[config.mk]
export PLATFORM = sky130hd
export DESIGN_NAME = alarm_time_set
export DESIGN_NICKNAME = d
export VERILOG_FILES = /design/src/rtl/alarm_time_set_pkg.sv /design/src/rtl/alarm_time_set_button_repeat.sv /design/src/rtl/alarm_time_set.sv
export SDC_FILE = /design/constraint.sdc
export NUM_CORES = 1
export LEC_CHECK = 0
export BUFFER_PORTS_ARGS = -buffer_cell sky130_fd_sc_hd__buf_2
export CAP_MARGIN = 20
export CORE_MARGIN = 2
export CORE_UTILIZATION = 25
export DETAILED_ROUTE_END_ITERATION = 8
export GPL_ROUTABILITY_DRIVEN = 0
export SYNTH_ARGS = -nofsm -noshare
export SYNTH_HDL_FRONTEND = slang
export SYNTH_SLANG_ARGS = --single-unit
[constraint.sdc]
create_clock -name clk_fast -period 3.3 [get_ports clk_fast]
set_input_delay 0.66 -clock clk_fast [delete_from_list [all_inputs] [get_ports clk_fast]]
set_output_delay 0.66 -clock clk_fast [all_outputs]
set_load 0.03 [all_outputs]
[src/rtl/alarm_time_set_pkg.sv]
// Shared types, constants and BCD step helpers for the alarm-time setter.
package alarm_time_set_pkg;

  // One BCD digit
  typedef logic [3:0] bcd_t;

  // Power-up / reset alarm time is 12:00 AM
  localparam bcd_t HOURS_RESET_MSD = 4'd1;
  localparam bcd_t HOURS_RESET_LSD = 4'd2;

  // Largest legal minute digits
  localparam bcd_t MINUTES_MSD_MAX = 4'd5;
  localparam bcd_t MINUTES_LSD_MAX = 4'd9;

  // Width of the per-button hold counter (covers delays up to 65535)
  localparam int HOLD_CNT_W = 16;
  typedef logic [HOLD_CNT_W-1:0] hold_cnt_t;

  // Auto-repeat progress of a held button:
  //   IDLE   - no repeat pending (button released, disabled, or no fresh press)
  //   FIRST  - waiting out the long initial delay after a press
  //   REPEAT - issuing increments at the shorter repeat period
  typedef enum logic [1:0] {
    HOLD_IDLE   = 2'd0,
    HOLD_FIRST  = 2'd1,
    HOLD_REPEAT = 2'd2
  } hold_state_t;

  // Result of one hours increment; toggle_pm is set on the 11 -> 12 step
  typedef struct packed {
    bcd_t msd;
    bcd_t lsd;
    logic toggle_pm;
  } hours_step_t;

  // Result of one minutes increment
  typedef struct packed {
    bcd_t msd;
    bcd_t lsd;
  } minutes_step_t;

  // 12-hour clock face: 12 -> 1 -> ... -> 11 -> 12, never 0
  function automatic hours_step_t next_hours(input bcd_t msd, input bcd_t lsd);
    hours_step_t r;
    r.msd       = msd;
    r.lsd       = lsd + 4'd1;
    r.toggle_pm = 1'b0;
    if (msd == HOURS_RESET_MSD && lsd == HOURS_RESET_LSD) begin
      r.msd = 4'd0;
      r.lsd = 4'd1;
    end else if (msd == 4'd1 && lsd == 4'd1) begin
      r.lsd       = 4'd2;
      r.toggle_pm = 1'b1;
    end else if (lsd == 4'd9) begin
      r.msd = 4'd1;
      r.lsd = 4'd0;
    end
    return r;
  endfunction

  // 00..59 wrapping counter; the wrap deliberately does not carry into hours
  function automatic minutes_step_t next_minutes(input bcd_t msd, input bcd_t lsd);
    minutes_step_t r;
    r.msd = msd;
    r.lsd = lsd + 4'd1;
    if (lsd == MINUTES_LSD_MAX) begin
      r.lsd = 4'd0;
      if (msd == MINUTES_MSD_MAX) begin
        r.msd = 4'd0;
      end else begin
        r.msd = msd + 4'd1;
      end
    end
    return r;
  endfunction

endpackage

[src/rtl/alarm_time_set_button_repeat.sv]
// One user button: 2-flop synchroniser, rising-edge detect and optional
// hold-to-auto-repeat. Produces the synchronised level and a one-cycle inc.
module alarm_time_set_button_repeat #(
  parameter int unsigned REPEAT_DELAY  = 32768,
  parameter int unsigned REPEAT_PERIOD = 8192,
  parameter bit          REPEAT_EN     = 1'b1
) (
  input  logic clk_fast,
  input  logic reset,
  input  logic en,
  input  logic btn,
  output logic level,
  output logic inc
);
  import alarm_time_set_pkg::*;

  // Counter compares against "one less" because the counter is cleared on
  // the edge that applies an increment, so that edge itself is cycle one.
  localparam hold_cnt_t DELAY_LAST  = hold_cnt_t'(REPEAT_DELAY - 1);
  localparam hold_cnt_t PERIOD_LAST = hold_cnt_t'(REPEAT_PERIOD - 1);

  logic        s1;
  logic        s2;
  logic        p;
  hold_cnt_t   cnt;
  logic        cnt_clr;
  logic        cnt_step;
  hold_state_t state;
  hold_state_t state_next;

  assign level = s2;

  // Synchroniser keeps running even when disabled so that a button already
  // held when en rises is seen as old news rather than a fresh edge
  always_ff @(posedge clk_fast or posedge reset) begin
    if (reset) begin
      s1 <= 1'b0;
      s2 <= 1'b0;
      p  <= 1'b0;
    end else begin
      s1 <= btn;
      s2 <= s1;
      p  <= s2;
    end
  end

  // Repeat-state register
  always_ff @(posedge clk_fast or posedge reset) begin
    if (reset) begin
      state <= HOLD_IDLE;
    end else begin
      state <= state_next;
    end
  end

  // Hold counter: counts cycles since the last increment while armed
  always_ff @(posedge clk_fast or posedge reset) begin
    if (reset) begin
      cnt <= '0;
    end else if (cnt_clr) begin
      cnt <= '0;
    end else if (cnt_step) begin
      cnt <= cnt + 1'b1;
    end
  end

  // Edge/repeat decision; repeats only ever follow a genuine enabled press
  always_comb begin
    state_next = state;
    inc        = 1'b0;
    cnt_clr    = 1'b0;
    cnt_step   = 1'b0;
    if (!en || !s2) begin
      state_next = HOLD_IDLE;
      cnt_clr    = 1'b1;
    end else if (!p) begin
      inc        = 1'b1;
      cnt_clr    = 1'b1;
      state_next = REPEAT_EN ? HOLD_FIRST : HOLD_IDLE;
    end else begin
      case (state)
        HOLD_FIRST: begin
          if (cnt == DELAY_LAST) begin
            inc        = 1'b1;
            cnt_clr    = 1'b1;
            state_next = HOLD_REPEAT;
          end else begin
            cnt_step = 1'b1;
          end
        end
        HOLD_REPEAT: begin
          if (cnt == PERIOD_LAST) begin
            inc     = 1'b1;
            cnt_clr = 1'b1;
          end else begin
            cnt_step = 1'b1;
          end
        end
        default: begin
          cnt_clr = 1'b1;
        end
      endcase
    end
  end

endmodule

[src/rtl/alarm_time_set.sv]
// Alarm-time writer: turns hours/minutes/arm buttons into the 12-hour BCD
// alarm setting and enable flag consumed by the alarm comparator.
module alarm_time_set #(
  parameter int unsigned REPEAT_DELAY  = 32768,
  parameter int unsigned REPEAT_PERIOD = 8192
) (
  input  logic       clk_fast,
  input  logic       reset,
  input  logic       en,
  input  logic       btn_hours,
  input  logic       btn_minutes,
  input  logic       btn_arm,
  output logic       alarm_pm,
  output logic [3:0] alarm_hours_msd,
  output logic [3:0] alarm_hours_lsd,
  output logic [3:0] alarm_minutes_msd,
  output logic [3:0] alarm_minutes_lsd,
  output logic [3:0] alarm_seconds_msd,
  output logic [3:0] alarm_seconds_lsd,
  output logic       alarm_enable,
  output logic       setting_active
);
  import alarm_time_set_pkg::*;

  logic          hours_level;
  logic          hours_inc;
  logic          minutes_level;
  logic          minutes_inc;
  logic          unused_arm_level;
  logic          arm_inc;
  hours_step_t   hours_step;
  minutes_step_t minutes_step;

  // The alarm always fires on the whole minute
  assign alarm_seconds_msd = 4'd0;
  assign alarm_seconds_lsd = 4'd0;

  alarm_time_set_button_repeat #(
    .REPEAT_DELAY (REPEAT_DELAY),
    .REPEAT_PERIOD(REPEAT_PERIOD),
    .REPEAT_EN    (1'b1)
  ) u_hours (
    .clk_fast(clk_fast),
    .reset   (reset),
    .en      (en),
    .btn     (btn_hours),
    .level   (hours_level),
    .inc     (hours_inc)
  );

  alarm_time_set_button_repeat #(
    .REPEAT_DELAY (REPEAT_DELAY),
    .REPEAT_PERIOD(REPEAT_PERIOD),
    .REPEAT_EN    (1'b1)
  ) u_minutes (
    .clk_fast(clk_fast),
    .reset   (reset),
    .en      (en),
    .btn     (btn_minutes),
    .level   (minutes_level),
    .inc     (minutes_inc)
  );

  // Arming is a toggle, so holding the button must never repeat
  alarm_time_set_button_repeat #(
    .REPEAT_DELAY (REPEAT_DELAY),
    .REPEAT_PERIOD(REPEAT_PERIOD),
    .REPEAT_EN    (1'b0)
  ) u_arm (
    .clk_fast(clk_fast),
    .reset   (reset),
    .en      (en),
    .btn     (btn_arm),
    .level   (unused_arm_level),
    .inc     (arm_inc)
  );

  // Candidate next values; only committed when the matching inc fires
  always_comb begin
    hours_step   = next_hours(alarm_hours_msd, alarm_hours_lsd);
    minutes_step = next_minutes(alarm_minutes_msd, alarm_minutes_lsd);
  end

  // Alarm setting registers; hours and minutes update independently
  always_ff @(posedge clk_fast or posedge reset) begin
    if (reset) begin
      alarm_pm          <= 1'b0;
      alarm_hours_msd   <= HOURS_RESET_MSD;
      alarm_hours_lsd   <= HOURS_RESET_LSD;
      alarm_minutes_msd <= 4'd0;
      alarm_minutes_lsd <= 4'd0;
      alarm_enable      <= 1'b0;
      setting_active    <= 1'b0;
    end else begin
      if (hours_inc) begin
        alarm_hours_msd <= hours_step.msd;
        alarm_hours_lsd <= hours_step.lsd;
        if (hours_step.toggle_pm) begin
          alarm_pm <= ~alarm_pm;
        end
      end
      if (minutes_inc) begin
        alarm_minutes_msd <= minutes_step.msd;
        alarm_minutes_lsd <= minutes_step.lsd;
      end
      if (arm_inc) begin
        alarm_enable <= ~alarm_enable;
      end
      setting_active <= hours_level | minutes_level;
    end
  end

endmodule

==> impl_metrics.csv, run 1 <==
group,metric,value,unit
run_status,outcome,"finished, final reports clean",
timing,slew_headroom,35.77,%
clocking,clockRootBuffer,"clkbuf_16",
die,fp-row-count,46,
flow_run,cap_violations,0,
synth,yosysMostFrequentCell,"dfrtp_1",
routing,avgViaCountPerCell,4.623,
critical_path,critPathArrivalTime,2.65,ns
timing,final.setup.worst_slack,0.8427,ns
synth,synth_area,4118,um2
synth,synth_seq_cells,78,
timing,hold_violations,0,
critical_path,cp_top_family,"compound AO/OA/AOI/OAI gates",
synth,ys_seq_area_share,47.46,%
die,num_io_pins,33,
die,core,16000,um2
clocking,cts_buffer_depth,2,
critical_path,crit_path_start_kind,"register",
synth,ys.flop_type,"dfrtp_1",
die,die_y,132.3,um
placement,pre_cts_slack,0.8617,ns
synth,yosysTopAreaCellShare,46.19,%
critical_path,crit_path_max_fanout,15,
clocking,cts.repair.resized,0,
timing,period_minus_slack,2.457,ns
critical_path,path_buf_inv,0,
power,ir_drop,297.5,uV
timing,fin_crit_sh,74.46,%
die,start_util,25.74,%
timing,setup-violations-final,0,
synth,syn_inst,411,
clocking,cts_tree,"yes",
clocking,clk_pin_slew,0.06,ns
clocking,cts_buffers,9,
synth,synth_common_cells,"76 x dfrtp_1, 55 x nor2_1, 38 x xnor2_1",
synth,netlist_top_cells_area,"dfrtp_1 46%, xnor2_1 8.1%, nor2_1 5.0%",
routing,route.detailed.drc,0,
synth,ys_warn_count,0,
die,dieArea,17510,um2
routing,drtIter0Drc,171,
timing,fmax,0.4069,GHz
global_route,grt-ovfl-total,0,
clocking,clock-sinks,78,
critical_path,path_class,"register to register",
power,cellLeakagePower,1.752,nW
routing,dr.pass1.iters,4,
global_route,antenna_found_initial,0,
routing,wl_met1,3777,um
routing,top_layer,"met4",
timing,drv_slew,0,
synth,synth_enable_flop_cells,0,
routing,num_vias,3028,
final_layout,fillers,1672,
synth,synthArstFlopShare,100.0,%
final_layout,diodes,0,
clocking,clkLatencyLatePin,0.34,ns
timing,worst_pin_slew,0.9601,ns
critical_path,worst-endpoint-required,3.50,ns
placement,portBuffers,21,
routing,wl_met2,3720,um
global_route,grt_use_total,9.376,%
final_layout,syn_to_final_growth,15.13,%
final_layout,final_cell_area,4741,um2
critical_path,worst_path_max_delay_cell,"o41ai_4",
critical_path,end_kind,"register",
placement,dp.cells,639,
final_layout,nNetsFinal,447,
timing,rsz0062_at_grt,"false",
min_path,hold_path.class,"primary input to asynchronous set/reset pin",
synth,synth_top_area_cell,"dfrtp_1",
placement,placed_cell_area,4432,um2
routing,routed_wl,7908,um
synth,synth_area_per_cell,10.02,um2
synth,yosys.cell_types.count,54,
final_layout,drive_above_1_share,13.90,%
routing,met3_length,338,um
routing,final_antenna_net_count,0,
final_layout,fin_util,29.63,%
placement,dp_hpwl,5544,um
clocking,cts_setup_buffers,0,
die,dieWidth,132.3,um
clocking,hold_buffers,0,
global_route,grt_pass1_vias,2977,
timing,skew,0.007802,ns
final_layout,instances_no_fill,655,
power,power_density,539.8,nW/um2
critical_path,cp_cell_sequence,"ha_1 -> nand4_1 -> o41ai_4 -> a2111oi_0 -> xnor2_1 -> nor2_1",
global_route,grt_max_degree,34,
global_route,grt_pass1_wl,13730,um
critical_path,cpPeakStageDelay,0.97,ns
clocking,htreeDepth,3,
timing,tns,0,ns
routing,route.detailed.wl_per_inst,12.07,um
## kinds of logic after synthesis
| kind of cell | share of synthesized area, % |
|---|---|
| xor gates and xnor gates | 10.21 |
| DFF | 47.46 |
| other | 0.09107 |
| and+or+nand+nor | 23.03 |
| adders and majority gates | 2.127 |
| muxes | 0.7596 |
| AOI/OAI and AO/OA | 11.70 |
| buffers and inverters | 4.619 |
## power by group
| part | leakage, nW | switching, mW | internal (mW) | total [mW] |
|---|---|---|---|---|
| combinational | 0.576 | 0.263 | 0.129 | 0.392 |
| sequential | 1.03 | 0.0945 | 1.03 | 1.13 |
| clock | 0.147 | 0.378 | 0.662 | 1.04 |
## through the flow
| stage | hold WS, ns | total power, mW |
|---|---|---|
| global placement | 0.3362 | 1.531 |
| detailed placement | 0.3479 | 1.542 |
| CTS | 0.3607 | 2.605 |
| finish | 0.3555 | 2.559 |
| global route | 0.3650 | 2.689 |
| floorplan | 0.3312 | 1.435 |
## metal layers
metal / track usage, % / up-vias
li1: - / 1474
met1: 12.04 / 1488
met2: 14.85 / 58
met3: 3.153 / 8
met4: 3.047 / 0
met5: 0 / -
## final timing paths
| kind | start | to | slack [ns] | cells after the start |
|---|---|---|---|---|
| max in group asynchronous | reset | u_minutes.cnt[15]$_DFFE_PP0P_ | 2.23 | 3 |
| setup reg to reg | u_minutes.cnt[0]$_DFFE_PP0P_ | u_minutes.cnt[7]$_DFFE_PP0P_ | 0.84 | 6 |
| hold reg to reg | u_arm.s1$_DFF_PP0_ | u_arm.level$_DFF_PP0_ | 0.36 | 0 |
| setup / recovery | u_minutes.cnt[0]$_DFFE_PP0P_ | u_minutes.cnt[7]$_DFFE_PP0P_ | 0.84 | 6 |
| min in group clk_fast | u_arm.s1$_DFF_PP0_ | u_arm.level$_DFF_PP0_ | 0.36 | 0 |
| hold / removal | reset | u_hours.cnt[8]$_DFFE_PP0P_ | 0.36 | 2 |
## worst reg2reg max path: stages, from the launching register on
cell       delay [ns]
dfrtp_1          0.39
ha_1             0.22
nand4_1          0.26
o41ai_4          0.97
a2111oi_0        0.21
xnor2_1          0.22
nor2_1           0.06
## state kept, by name, summed over array words and instances, names as in the netlist
name / cells
alarm_hours_lsd: 4
u_arm.p: 1
u_arm.s1: 1
u_hours.p: 1
setting_active: 1
u_minutes.cnt: 16
alarm_minutes_lsd: 4
u_minutes.p: 1
alarm_hours_msd: 1
u_arm.level: 1
alarm_minutes_msd: 4
alarm_pm: 1
u_hours.state: 2
u_hours.cnt: 16
u_arm.cnt: 16
u_hours.s1: 1
alarm_enable: 1
u_minutes.level: 1
u_arm.state: 1
u_minutes.s1: 1
u_hours.level: 1
u_minutes.state: 2
## cell type report
type                    count  area [um2]  share of cell area, %
well taps                 216       270.3                  5.701
repair buffers             26       142.6                  3.009
clock buffers              12       236.5                  4.988
clock inverters             4       72.57                  1.531
flip-flops and latches     78        1954                  41.22
multi-input cells         305        2011                  42.41
inverters                  14       53.80                  1.135
## cells in the final DEF, fill, tap and decap left out, types with 3 or more instances in the layout
| cell | instances |
|---|---|
| a2111oi_0 | 7 |
| a211oi_1 | 13 |
| a21oi_1 | 13 |
| and3_1 | 4 |
| and4_1 | 5 |
| buf_2 | 21 |
| buf_4 | 5 |
| clkbuf_1 | 3 |
| clkbuf_16 | 9 |
| conb_1 | 11 |
| dfrtp_1 | 76 |
| ha_1 | 7 |
| inv_1 | 13 |
| nand2_1 | 25 |
| nand2b_1 | 6 |
| nand3_1 | 20 |
| nand3b_1 | 8 |
| nand4_1 | 14 |
| nor2_1 | 55 |
| nor2b_1 | 4 |
| nor3_1 | 6 |
| nor3b_1 | 3 |
| nor4_1 | 4 |
| o21ai_0 | 13 |
| or2_2 | 4 |
| or3_1 | 5 |
| xnor2_1 | 38 |
| xor2_1 | 10 |
(Power assumes the default switching activity.)
==> run 2: changes to the inputs <==
==> constraint.sdc (replaced) <==
create_clock -name clk_fast -period 2.32 [get_ports clk_fast]
set_input_delay 0.464 -clock clk_fast [delete_from_list [all_inputs] [get_ports clk_fast]]
set_output_delay 0.464 -clock clk_fast [all_outputs]
set_load 0.03 [all_outputs]
==> run 2 against run 1 <==
Net effect: cell area increased by 1.7%; clock skew is 0.00080 ns lower; via count shrank 1.7%; critical path type unchanged; largest power group unchanged; clock-buffer cell count fell by 2; global-route usage grew 0.083 points; critical path depth increased by 1; non-clock buffer count rose by 7.
==> impl_metrics.csv, run 2 (synthesis gave the netlist of run 1 again) <==
group,metric,value,unit
final_layout,nNetsFinal,454,
die,fp-row-count,46,
die,num_io_pins,33,
critical_path,cpPeakStageDelay,0.49,ns
critical_path,path_class,"register to register",
placement,portBuffers,21,
run_status,outcome,"finished, final reports clean",
die,core,16000,um2
critical_path,cp_cell_sequence,"inv_1 -> ha_1 -> or3b_2 -> a211oi_4 -> a21oi_2 -> nand3b_1 -> mux2_2",
power,cellLeakagePower,1.792,nW
routing,route.detailed.drc,0,
global_route,grt_pass1_vias,2977,
die,dieWidth,132.3,um
routing,num_vias,2977,
global_route,grt_use_total,9.459,%
clocking,clk_pin_slew,0.06,ns
clocking,cts_buffer_depth,2,
global_route,antenna_found_initial,0,
timing,drv_slew,0,
placement,dp_hpwl,5465,um
timing,tns,0,ns
clocking,hold_buffers,0,
timing,worst_pin_slew,0.5921,ns
global_route,grt-ovfl-total,0,
clocking,clockRootBuffer,"clkbuf_16",
routing,final_antenna_net_count,0,
critical_path,path_buf_inv,1,
final_layout,instances_no_fill,662,
clocking,cts.repair.resized,0,
timing,slew_headroom,59.51,%
critical_path,end_kind,"register",
critical_path,crit_path_start_kind,"register",
timing,fmax,0.4604,GHz
die,die_y,132.3,um
routing,routed_wl,7774,um
global_route,grt_max_degree,56,
clocking,clkLatencyLatePin,0.32,ns
min_path,hold_path.class,"primary input to asynchronous set/reset pin",
timing,setup-violations-final,0,
clocking,clock-sinks,78,
routing,dr.pass1.iters,4,
final_layout,diodes,0,
critical_path,crit_path_max_fanout,9,
critical_path,cp_top_family,"simple AND/OR/NAND/NOR gates",
timing,period_minus_slack,2.172,ns
critical_path,critPathArrivalTime,2.38,ns
timing,fin_crit_sh,93.63,%
routing,avgViaCountPerCell,4.497,
final_layout,mostFrequentLayoutCells,"76 x dfrtp_1, 55 x nor2_1, 38 x xnor2_1, 25 x nand2_1, 21 x buf_2",
power,ir_drop,415.3,uV
global_route,grt_pass1_wl,13860,um
final_layout,reg_top3,"u_arm.cnt: 16 flops, u_hours.cnt: 16 flops, u_minutes.cnt: 16 flops",
flow_run,cap_violations,0,
clocking,cts_buffers,9,
power,power_density,757.4,nW/um2
die,dieArea,17510,um2
final_layout,drive_above_1_share,15.70,%
timing,hold_violations,0,
clocking,cts_tree,"yes",
clocking,htreeDepth,3,
routing,drtIter0Drc,209,
clocking,cts_setup_buffers,0,
final_layout,final_common_cell,"dfrtp_1",
critical_path,worst-endpoint-required,2.53,ns
critical_path,worst_path_max_delay_cell,"or3b_2",
routing,route.detailed.wl_per_inst,11.74,um
placement,dp.cells,646,
timing,skew,0.007002,ns
die,start_util,25.74,%
final_layout,syn_to_final_growth,17.11,%
timing,rsz0062_at_grt,"false",
==> run 2: changes by cell type in the layout (fill, tap and decap cells not counted), sizes merged <==
cell / before / now
clkinv: 2 / 3
clkbuf: 12 / 10
buf: 26 / 33
clkinvlp: 1 / 2
==> run 2: power breakdown <==
group          switching (mW)  internal [mW]
logic                   0.372          0.188
registers               0.141           1.47
clock network           0.542          0.940
total                    1.05           2.60
==> run 2: layer usage <==
layer | up-vias | GRT usage (%) | wire [um]
met1 | 1440 | 12.43 | 3828
met5 | - | 0 | 0
met3 | 8 | 2.076 | 201
li1 | 1490 | - | -
met4 | 0 | 3.704 | 87
met2 | 39 | 15.17 | 3657
==> run 2: metrics by stage <==
stage / setup slack [ns] / power [mW] / util [%] / instance area [um2] / hold slack (ns)
after floorplan: 0.2866 / 2.041 / - / 4159 / 0.3312
after global placement: 0.1888 / 2.190 / 28.12 / 4499 / 0.3340
after detailed placement: 0.1528 / 2.200 / 28.12 / 4499 / 0.3371
after CTS: 0.1224 / 3.706 / 30.09 / 4815 / 0.2445
after global routing: 0.01698 / 3.817 / 30.14 / 4822 / 0.2422
final: 0.1479 / 3.652 / 30.14 / 4822 / 0.2262
==> run 2: path summary, 6_finish.rpt <==
check	start	cells past startpoint	end	slack [ns]
max	u_minutes.state[0]$_DFFE_PP0P_	7	alarm_minutes_msd[1]$_DFFE_PP0P_	0.15
min	reset	3	u_hours.cnt[5]$_DFFE_PP0P_	0.23
max reg2reg	u_minutes.state[0]$_DFFE_PP0P_	7	alarm_minutes_msd[1]$_DFFE_PP0P_	0.15
min reg2reg	u_arm.s1$_DFF_PP0_	0	u_arm.level$_DFF_PP0_	0.36
max in group asynchronous	reset	3	alarm_hours_lsd[1]$_DFFE_PP1P_	1.79
min in group clk_fast	btn_hours	1	u_hours.s1$_DFF_PP0_	0.25
==> run 2: area by class of cell <==
type,instances,area [um2]
tap,216,270.3
clock inverter,6,86.33
sequential,78,1954
multi-input combinational,305,2018
timing repair buffer,33,207.7
inverter,14,56.30
fill,1643,11180
clock buffer,10,229.0
==> run 2: worst min-delay path, stage by stage <==
cell and delay [ns]:
buf_2 0.11, clkinvlp_4 0.09, buf_12 0.27
==> run 3: changes to the inputs <==
==> constraint.sdc (replaced) <==
create_clock -name clk_fast -period 2.32 [get_ports clk_fast]
set_input_delay 0 -clock clk_fast [delete_from_list [all_inputs] [get_ports clk_fast]]
set_output_delay 0 -clock clk_fast [all_outputs]
set_load 0.03 [all_outputs]
==> run 3 against run 2 <==
Net effect: via count rose by 3.7%; clock skew is 0.0043 ns higher; setup slack worse by 0.048 ns; fmax is 2.2% lower; critical path type unchanged; global-route usage is 0.55 points higher; critical endpoint unchanged; core utilization grew 0.45 points; final cell count up 1.2%.
==> impl_metrics.csv, run 3 (synthesis gave the netlist of run 1 again) <==
group,metric,value,unit
power,pwr-share-seq,43.3,%
timing,setup-violations-final,0,
clocking,cts_tree,"yes",
global_route,grt_max_degree,35,
final_layout,instances_no_fill,670,
clocking,clock-sinks,78,
die,die_y,132.3,um
critical_path,critPathArrivalTime,2.45,ns
final_layout,syn_to_final_growth,18.87,%
power,cellLeakagePower,1.831,nW
critical_path,crit_path_max_fanout,9,
global_route,antenna_found_initial,0,
clocking,cts_buffers,9,
placement,placed_cell_area,4492,um2
timing,fin_crit_sh,95.69,%
timing,tns,0,ns
final_layout,diodes,0,
clocking,clkLatencyLatePin,0.34,ns
global_route,grt-ovfl-total,0,
timing,worst_pin_slew,0.7866,ns
die,dieWidth,132.3,um
clocking,clk_pin_slew,0.07,ns
global_route,grt_pass1_wl,14570,um
critical_path,reg2reg_depth,7,
global_route,grt_pass1_vias,3069,
clocking,cts_buffer_depth,2,
die,dieArea,17510,um2
critical_path,critPathCapture,"alarm_minutes_msd[1]$_DFFE_PP0P_",
critical_path,crit_path_start_kind,"register",
critical_path,end_kind,"register",
routing,dr.pass1.iters,4,
final_layout,reg_top3,"u_arm.cnt: 16 flops, u_hours.cnt: 16 flops, u_minutes.cnt: 16 flops",
placement,dp.cells,647,
final_layout,mostFrequentLayoutCells,"76 x dfrtp_1, 55 x nor2_1, 38 x xnor2_1, 25 x nand2_1, 21 x buf_2",
timing,period_minus_slack,2.220,ns
global_route,grt_use_total,10.01,%
timing,slew_headroom,47.01,%
flow_run,cap_violations,0,
die,num_io_pins,33,
power,power.switching,1.085,mW
final_layout,nNetsFinal,462,
critical_path,worst-endpoint-required,2.55,ns
power,p_clk_share,41.4,%
power,ir_drop,403.9,uV
power,power_density,759.9,nW/um2
final_layout,final_cell_area,4895,um2
power,swShare,29.16,%
routing,final_antenna_net_count,0,
final_layout,final_common_cell,"dfrtp_1",
routing,avgViaCountPerCell,4.609,
critical_path,path_class,"register to register",
critical_path,r2r_end,"alarm_minutes_msd[1]$_DFFE_PP0P_",
routing,num_vias,3088,
timing,hold_violations,0,
critical_path,crit_start,"u_minutes.state[0]$_DFFE_PP0P_",
routing,routed_wl,8204,um
critical_path,reg2reg_slack,0.1,ns
placement,dp_hpwl,5800,um
placement,portBuffers,21,
routing,drtIter0Drc,132,
timing,rsz0062_at_grt,"true",
routing,route.detailed.drc,0,
final_layout,drive_above_1_share,16.08,%
timing,drv_slew,0,
die,start_util,25.74,%
die,fp-row-count,46,
run_status,outcome,"finished, final reports clean",
power,p_total,3.720,mW
die,core,16000,um2
routing,route.detailed.wl_per_inst,12.24,um
min_path,hold_path.class,"primary input to asynchronous set/reset pin",
clocking,clockRootBuffer,"clkbuf_16",
timing,skew,0.01126,ns
power,p_int,2.635,mW
clocking,htreeDepth,3,
power,p_comb_share,15.3,%
critical_path,worstReg2RegStart,"u_minutes.state[0]$_DFFE_PP0P_",
timing,fmax,0.4504,GHz
final_layout,fillers,1675,
timing,hold_ws,0.2540,ns
-- run 3: cell count changes in the layout (fill, tap and decap cells not counted), sizes merged --
cell	before	now
inv	13	14
clkinv	3	2
buf	33	36
clkinvlp	2	1
clkbuf	10	11
dlygate4sd3	0	5
-- run 3: worst min path at each step --
stage	endpoint	cells past startpoint	startpoint
2_1_floorplan	u_arm.s1$_DFF_PP0_	0	btn_arm
6_report	u_hours.cnt[7]$_DFFE_PP0P_	3	reset
3_5_place_dp	u_arm.cnt[7]$_DFFE_PP0P_	2	reset
5_1_grt	u_hours.s1$_DFF_PP0_	2	btn_hours
4_1_cts	u_hours.cnt[7]$_DFFE_PP0P_	3	reset
3_3_place_gp	u_arm.cnt[7]$_DFFE_PP0P_	2	reset
-- run 3: what timing repair did --
action	in CTS	in global routing
buffers inserted	0	2
resized for setup	0	1
endpoints found under the hold margin	34	0
hold buffers	5	0
setup endpoints to repair	0	2
-- run 3: final cells by class --
class | instances | area [um2] | share of cell area [%]
Timing Repair Buffer | 41 | 280.3 | 5.726
Inverter | 14 | 53.80 | 1.099
Tap cell | 216 | 270.3 | 5.521
Sequential cell | 78 | 1954 | 39.93
Clock inverter | 5 | 81.33 | 1.662
Multi-Input combinational cell | 305 | 2012 | 41.10
Clock buffer | 11 | 242.7 | 4.959
-- run 3: metal layers --
layer / GRT usage (%) / vias to the layer above / wire, um
met5: 0 / - / 0
met3: 2.807 / 13 / 350
li1: - / 1500 / -
met2: 16.23 / 72 / 3827
met1: 12.90 / 1503 / 3915
met4: 3.226 / 0 / 110
-- run 3: stage by stage --
stage	utilization, %	setup slack, ns
final	30.59	0.09995
after global routing	30.59	-0.02232
after CTS	30.41	0.1108
after detailed placement	28.07	0.1158
after global placement	28.07	0.1977
after floorplan	-	0.2866
-- run 3: critical path, stage by stage, from the launching register on --
cell      delay (ns)
dfrtp_1         0.40
inv_1           0.06
ha_1            0.18
or3b_2          0.46
a211oi_2        0.33
a21oi_2         0.17
nand3b_1        0.22
mux2_2          0.29
-- run 3: power groups by stage --
stage / Combinational (mW) / Sequential [mW] / Clock (mW)
2_1_floorplan: 0.278 / 1.76 / 0
3_3_place_gp: 0.559 / 1.63 / 0
3_5_place_dp: 0.567 / 1.64 / 0
4_1_cts: 0.577 / 1.61 / 1.58
5_1_grt: 0.615 / 1.64 / 1.65
6_report: 0.568 / 1.61 / 1.54
